$ cat config.mk
export PLATFORM = sky130hd
export DESIGN_NAME = instruction_fetch_unit
export DESIGN_NICKNAME = d
export VERILOG_FILES = /design/src/rtl/instruction_fetch_unit.sv
export SDC_FILE = /design/constraint.sdc
export NUM_CORES = 1
export LEC_CHECK = 0
export ABC_AREA = 1
export BUFFER_PORTS_ARGS = -buffer_cell sky130_fd_sc_hd__buf_2
export CORE_MARGIN = 3
export CORE_UTILIZATION = 47
export CTS_CLUSTER_DIAMETER = 50
export DETAILED_ROUTE_END_ITERATION = 10
export MAX_ROUTING_LAYER = met4
export PLACE_DENSITY = 0.88
export SYNTH_ARGS = -nofsm -noshare
export SYNTH_HDL_FRONTEND = slang
export SYNTH_SLANG_ARGS = --single-unit
$ cat constraint.sdc
create_clock -name Clk -period 1.78 [get_ports Clk]
set_input_delay 0.089 -clock Clk [delete_from_list [all_inputs] [get_ports Clk]]
set_output_delay 0.089 -clock Clk [all_outputs]
set_load 0.01 [all_outputs]
$ cat src/rtl/instruction_fetch_unit.sv
// Fetch stage of the pipelined MIPS core.
// Owns the program counter and presents it as the byte address to the
// combinational instruction memory. The returned word is captured into the
// IF/ID pipeline register with its PC+4 and a valid bit. Stall, flush and
// redirect requests from later stages steer both the PC and IF/ID.
// When the PC walks past the end of instruction memory, fetch freezes.
// The frozen state is left only by a redirect or by reset, and a sticky
// fault flag records that it happened.
module instruction_fetch_unit #(
  parameter logic [31:0] RESET_PC   = 32'h0000_0000,
  parameter int          IMEM_DEPTH = 512,
  parameter logic [31:0] NOP_WORD   = 32'h0000_0000
) (
  input  logic        Clk,
  input  logic        Rst_n,
  input  logic        Stall,
  input  logic        Flush,
  input  logic        Redirect,
  input  logic [31:0] RedirectTarget,
  output logic [31:0] ImemAddress,
  input  logic [31:0] ImemInstruction,
  output logic [31:0] PC,
  output logic [31:0] IF_ID_Instruction,
  output logic [31:0] IF_ID_PCPlus4,
  output logic        IF_ID_Valid,
  output logic        AddrFault
);

  // The memory holds IMEM_DEPTH words, so it is compared against the PC's word index.
  localparam logic [29:0] LP_DEPTH_WORDS = 30'(IMEM_DEPTH);
  // The PC is always word aligned, including straight out of reset.
  localparam logic [31:0] LP_RESET_PC    = {RESET_PC[31:2], 2'b00};

  // RUN while the PC addresses real memory; FROZEN once it has run past the end.
  typedef enum logic {
    RUN    = 1'b0,
    FROZEN = 1'b1
  } mode_t;

  logic [31:0] r_pc;
  logic [31:0] r_ifid_instr;
  logic [31:0] r_ifid_pcplus4;
  logic        r_ifid_valid;
  logic        r_addr_fault;

  mode_t       w_mode;
  logic        w_in_range;
  logic [31:0] w_pc_plus4;
  logic [31:0] w_fetch_word;
  logic [31:0] w_redirect_pc;
  logic [31:0] w_pc_next;
  logic [31:0] w_ifid_instr_next;
  logic [31:0] w_ifid_pcplus4_next;
  logic        w_ifid_valid_next;
  logic        w_addr_fault_next;
  logic        w_unused_target_bits;

  // Byte-offset bits of the target are discarded; redirects land on a word boundary.
  assign w_unused_target_bits = ^RedirectTarget[1:0];

  // Address decode, fetch-word gating and the sequential PC increment.
  always_comb begin
    w_in_range    = (r_pc[31:2] < LP_DEPTH_WORDS);
    w_mode        = w_in_range ? RUN : FROZEN;
    // Natural 32-bit wrap: 0xFFFF_FFFC + 4 = 0.
    w_pc_plus4    = r_pc + 32'd4;
    // Whatever the memory drives for an out-of-range address is never used.
    w_fetch_word  = w_in_range ? ImemInstruction : NOP_WORD;
    w_redirect_pc = {RedirectTarget[31:2], 2'b00};
  end

  // Next-PC selection: redirect beats stall, and a frozen PC holds until redirected.
  always_comb begin
    w_pc_next = r_pc;
    if (Redirect) begin
      w_pc_next = w_redirect_pc;
    end else if (Stall) begin
      w_pc_next = r_pc;
    end else if (w_mode == FROZEN) begin
      w_pc_next = r_pc;
    end else begin
      w_pc_next = w_pc_plus4;
    end
  end

  // Next IF/ID contents: a squash wins over a stall, and a stall wins over normal capture.
  always_comb begin
    w_ifid_instr_next   = r_ifid_instr;
    w_ifid_pcplus4_next = r_ifid_pcplus4;
    w_ifid_valid_next   = r_ifid_valid;
    if (Redirect || Flush) begin
      w_ifid_instr_next   = NOP_WORD;
      w_ifid_pcplus4_next = 32'h0000_0000;
      w_ifid_valid_next   = 1'b0;
    end else if (Stall) begin
      w_ifid_instr_next   = r_ifid_instr;
      w_ifid_pcplus4_next = r_ifid_pcplus4;
      w_ifid_valid_next   = r_ifid_valid;
    end else if (w_mode == FROZEN) begin
      w_ifid_instr_next   = NOP_WORD;
      w_ifid_pcplus4_next = 32'h0000_0000;
      w_ifid_valid_next   = 1'b0;
    end else begin
      w_ifid_instr_next   = w_fetch_word;
      w_ifid_pcplus4_next = w_pc_plus4;
      w_ifid_valid_next   = 1'b1;
    end
  end

  // Sticky fault: set on an out-of-range fetch attempt, unless a redirect is leaving it.
  always_comb begin
    w_addr_fault_next = r_addr_fault;
    if ((w_mode == FROZEN) && !Redirect) begin
      w_addr_fault_next = 1'b1;
    end
  end

  // Program counter register.
  always_ff @(posedge Clk or negedge Rst_n) begin
    if (!Rst_n) begin
      r_pc <= LP_RESET_PC;
    end else begin
      r_pc <= w_pc_next;
    end
  end

  // IF/ID pipeline register.
  always_ff @(posedge Clk or negedge Rst_n) begin
    if (!Rst_n) begin
      r_ifid_instr   <= NOP_WORD;
      r_ifid_pcplus4 <= 32'h0000_0000;
      r_ifid_valid   <= 1'b0;
    end else begin
      r_ifid_instr   <= w_ifid_instr_next;
      r_ifid_pcplus4 <= w_ifid_pcplus4_next;
      r_ifid_valid   <= w_ifid_valid_next;
    end
  end

  // Address-fault flag; only reset clears it.
  always_ff @(posedge Clk or negedge Rst_n) begin
    if (!Rst_n) begin
      r_addr_fault <= 1'b0;
    end else begin
      r_addr_fault <= w_addr_fault_next;
    end
  end

  assign ImemAddress       = r_pc;
  assign PC                = r_pc;
  assign IF_ID_Instruction = r_ifid_instr;
  assign IF_ID_PCPlus4     = r_ifid_pcplus4;
  assign IF_ID_Valid       = r_ifid_valid;
  assign AddrFault         = r_addr_fault;

endmodule

==> summary.md <==
| Metric | Value |
|---|---|
| Outcome | finished clean |
| Max frequency | 0.602 GHz |
| Pin count of the biggest net entering global routing | 65 |
| DP HPWL | 7.52 mm |
| Tot GR Track Use | approximately a quarter |
| CTS Buf Count | 9 |
| Number of top-level pins | 199 |
| Internal power | 0.00315 W |
| Nets | 784 |
| Setup Crit Path Kind | flip-flop to flip-flop |
| Number of diodes | 0 |
| Core area | approximately 0.0088 mm² |
| Max Cap Viol | 0 |
| H-tree Lvls | 3 |
| Most common cell in the synthesized netlist | nand2_1 |
| Placer Congestion | 0.793 |
| Syn_area_per_cell | 8.54 µm² |
| Register area share after synthesis | 55.4% |
| Storage element area | 0.00238 mm² |
| Prevailing post-synth register cell | dfrtp_1 |
| Synth area leader | dfrtp_1 |
| Global routing's busiest layer | met2 |
| Clock Tree Buf Depth | 2 |
| Worst-path clk slew | 0.10 ns |
| Commonest cells post-synth | nand2_1, dfrtp_1, inv_1 |
| Post-Route WL | 11.9 mm |
| Yosys warning count | 0 |
| DIE AREA | between 0.01 and 0.015 mm² |
| Area contributors post-synth | dfrtp_1, nand2_1, inv_1 |
| Combinational power share | 18.3% |
| Min-Delay Path Class | input port to flip-flop |
| Root Driver | clkbuf_8 |
| Pre-CTS setup slack | 0.0791 ns |
| Sw Pwr | approximately 0.0013 W |
| Die height | between 100 and 150 µm |
| Met2 Use GR | between 40% and 50% |
| Fin. Hold Viols | 0 |
| Vias/cell | 4.75 |
| Synth Area in Compound Gates | roughly 7.0% |
| CP max stage cell | dfrtp_1 |
| CP arrival | 1.92 ns |
| Cells along the critical path | nor2_1 -> nand2_1 -> nor2_2 -> nand4_4 -> clkinv_2 -> nand2_1 -> o21ai_0 |
| Setup TNS | 0 ns |
| Adder-Cell Fraction of Synth Area | less than 1% |
| Crit path buf inv count | 1 |
| Worst clock skew | 0.0157 ns |
| Final Non-Filler Cells | 827 |
| Synth top area share | 55.4% |
| Initial core utilization | ~50% |
| Initial antenna violation count | 0 |
| Number of global-route vias before repair | 3,944 |
| Row count | 34 |
| Mapped Area | 0.00429 mm² |
| Sink Count | 95 |
| Vias | 3,931 |
| Async S/R FF share, synth | 100% |
| Switching Share | 29.5% |
| Area Growth Syn to Fin | 35.4% |
| Initial DRT Pass Iterations | 4 |
| Area of the multi-input gates | between 0.001 and 0.0015 mm² |
| XOR/XNOR Fraction of Synth Area | 0.613% |
| Final-report setup violation count | 0 |
| Avg WL per Cell | 14.4 µm |
| DR iter-0 viols | 99 |
| Top cell by count, worst path | nand2_1 |
| Drt drc | 0 |
| Unrepaired setup endpoints after global routing | no |
| Fill cells | 718 |
| Met3 usage | around 4.7% |
| Share of post-route cells with drive strength above 1 | 32.8% |
| Met1 Usage GRT | 26.1% |
| Yosys cell types | 29 |
| LEAKAGE | 3.14 nW |
| Final ANT Viol Nets | 0 |
| Crit path largest cell delay | 0.44 ns |
| Post-synth EDFFs | 0 |
| Die Span X | 102 µm |
| Max Slew Vio Count | 0 |
| IO buf count | 192 |
| Worst-Skew Late Latency | 0.35 ns |
| Sequential Power Share | 53.0% |
| CP delay by family, top | simple AND/OR/NAND/NOR gates |
| Final Cycle Share | 93.3% |
| Setup WS post-layout | between 0.1 and 0.15 ns |
| Largest family of logic cells by synthesized area | simple AND/OR/NAND/NOR gates |
| TritonCTS clock tree | done |
| Post-synthesis register bit count | 95 |
| PD cells | 770 mW/mm² |
| Total gr overflow | 0 |
| Total power | 0.00447 W |
| Mapped Cells | 502 |
| Crit path capture type | flip-flop |
| Worst Path Max Fanout | 35 |
| Final min period | 1.66 ns |
| Worst Path Required | about 2.0 ns |
| Placed Cells | 758 |
| First-pass GRT wire length | 18.5 mm |
| Simple-Gate Fraction of Synth Area | between 20% and 30% |
| Startpoint Class | flip-flop |
| Power share of the clock group | 28.7% |
| Peak supply drop | 0.000482 V |
| Post-synthesis mux area share | 0% |
==> worst paths after layout <==
path | slack [ns] | endpoint | from | cells after the start
hold reg to reg | 0.47 | AddrFault | AddrFault | 2
setup / recovery | 0.12 | IF_ID_Instruction[1] | ImemAddress[31] | 7
setup reg to reg | 0.12 | IF_ID_Instruction[1] | ImemAddress[31] | 7
hold / removal | 0.03 | ImemAddress[6] | RedirectTarget[6] | 5
max in group asynchronous | 1.01 | IF_ID_PCPlus4[14] | Rst_n | 3
min in group asynchronous | 0.10 | ImemAddress[7] | Rst_n | 2
==> cell type report <==
type                       instances  share of cell area [%]
clock inverter                     4                   0.539
sequential                        95                    40.9
inverter                          78                    5.06
tap                              108                    2.33
multi-input combinational        279                    21.7
clock buffer                      12                    2.50
timing repair buffer             251                    26.9
==> layout by cell type (no fill, tap or decap), types with 2 or more instances in the layout <==
| cell | n |
|---|---|
| buf_12 | 2 |
| buf_2 | 191 |
| buf_4 | 5 |
| clkbuf_1 | 2 |
| clkbuf_8 | 10 |
| clkinvlp_4 | 3 |
| conb_1 | 4 |
| dfrtp_1 | 95 |
| dlygate4sd3_1 | 53 |
| inv_1 | 76 |
| nand2_1 | 167 |
| nand3_1 | 6 |
| nand4_1 | 2 |
| nor2_1 | 35 |
| nor2_2 | 2 |
| o21ai_0 | 22 |
| o21ai_1 | 10 |
| o21ai_2 | 11 |
| o22ai_1 | 7 |
| or2_2 | 2 |
| xor2_1 | 2 |
==> timing repair <==
action                                  CTS  global route
endpoints found under the hold margin   147             0
hold buffers                             53             0
gates resized for setup                   0             1
buffers inserted                          0             0
endpoints found under the setup margin    0            29
==> cells by family after synthesis <==
| family | Yosys count |
|---|---|
| other cells | 1 |
| compound gates | 50 |
| flops | 95 |
| xor+xnor | 3 |
| buf+inv | 131 |
| simple gates | 221 |
| fa+ha+maj | 1 |
==> worst reg2reg max path, stage by stage (launching register included) <==
cell and delay (ns):
dfrtp_1 0.44, nor2_1 0.14, nand2_1 0.08, nor2_2 0.22, nand4_4 0.11, clkinv_2 0.35
nand2_1 0.12, o21ai_0 0.12
==> power groups by stage <==
| stage | Combinational (W) | Sequential, W | Clock [W] |
|---|---|---|---|
| finish | 0.000818 | 0.00237 | 0.00128 |
| global route | 0.000904 | 0.00238 | 0.00141 |
| CTS | 0.000803 | 0.00237 | 0.00133 |
| detailed placement | 0.000713 | 0.00241 | 0 |
| global placement | 0.000693 | 0.00240 | 0 |
| floorplan | 0.000431 | 0.00243 | 0 |
==> through the flow <==
| stage | hold WS [ns] | util, % | cell area, µm² |
|---|---|---|---|
| finish | 0.0295 | 65.9 | 5810 |
| global route | 0.0335 | 65.9 | 5810 |
| CTS | 0.0103 | 65.9 | 5800 |
| detailed placement | -0.0593 | 57.8 | 5090 |
| global placement | -0.0625 | 57.8 | 5090 |
| floorplan | -0.207 | - | 4300 |
==> per-layer routing <==
layer | part of all wire [%] | routed length (µm)
met1 | 39 | 4610
met2 | 52 | 6230
met3 | 6.9 | 824
met4 | 1.8 | 218
met5 | 0 | 0
==> flip-flops by register name, summed over array words and instances, names as in the netlist <==
signal / count
AddrFault: 1
IF_ID_Instruction: 32
IF_ID_PCPlus4: 31
IF_ID_Valid: 1
ImemAddress: 30
(Power assumes the default switching activity.)
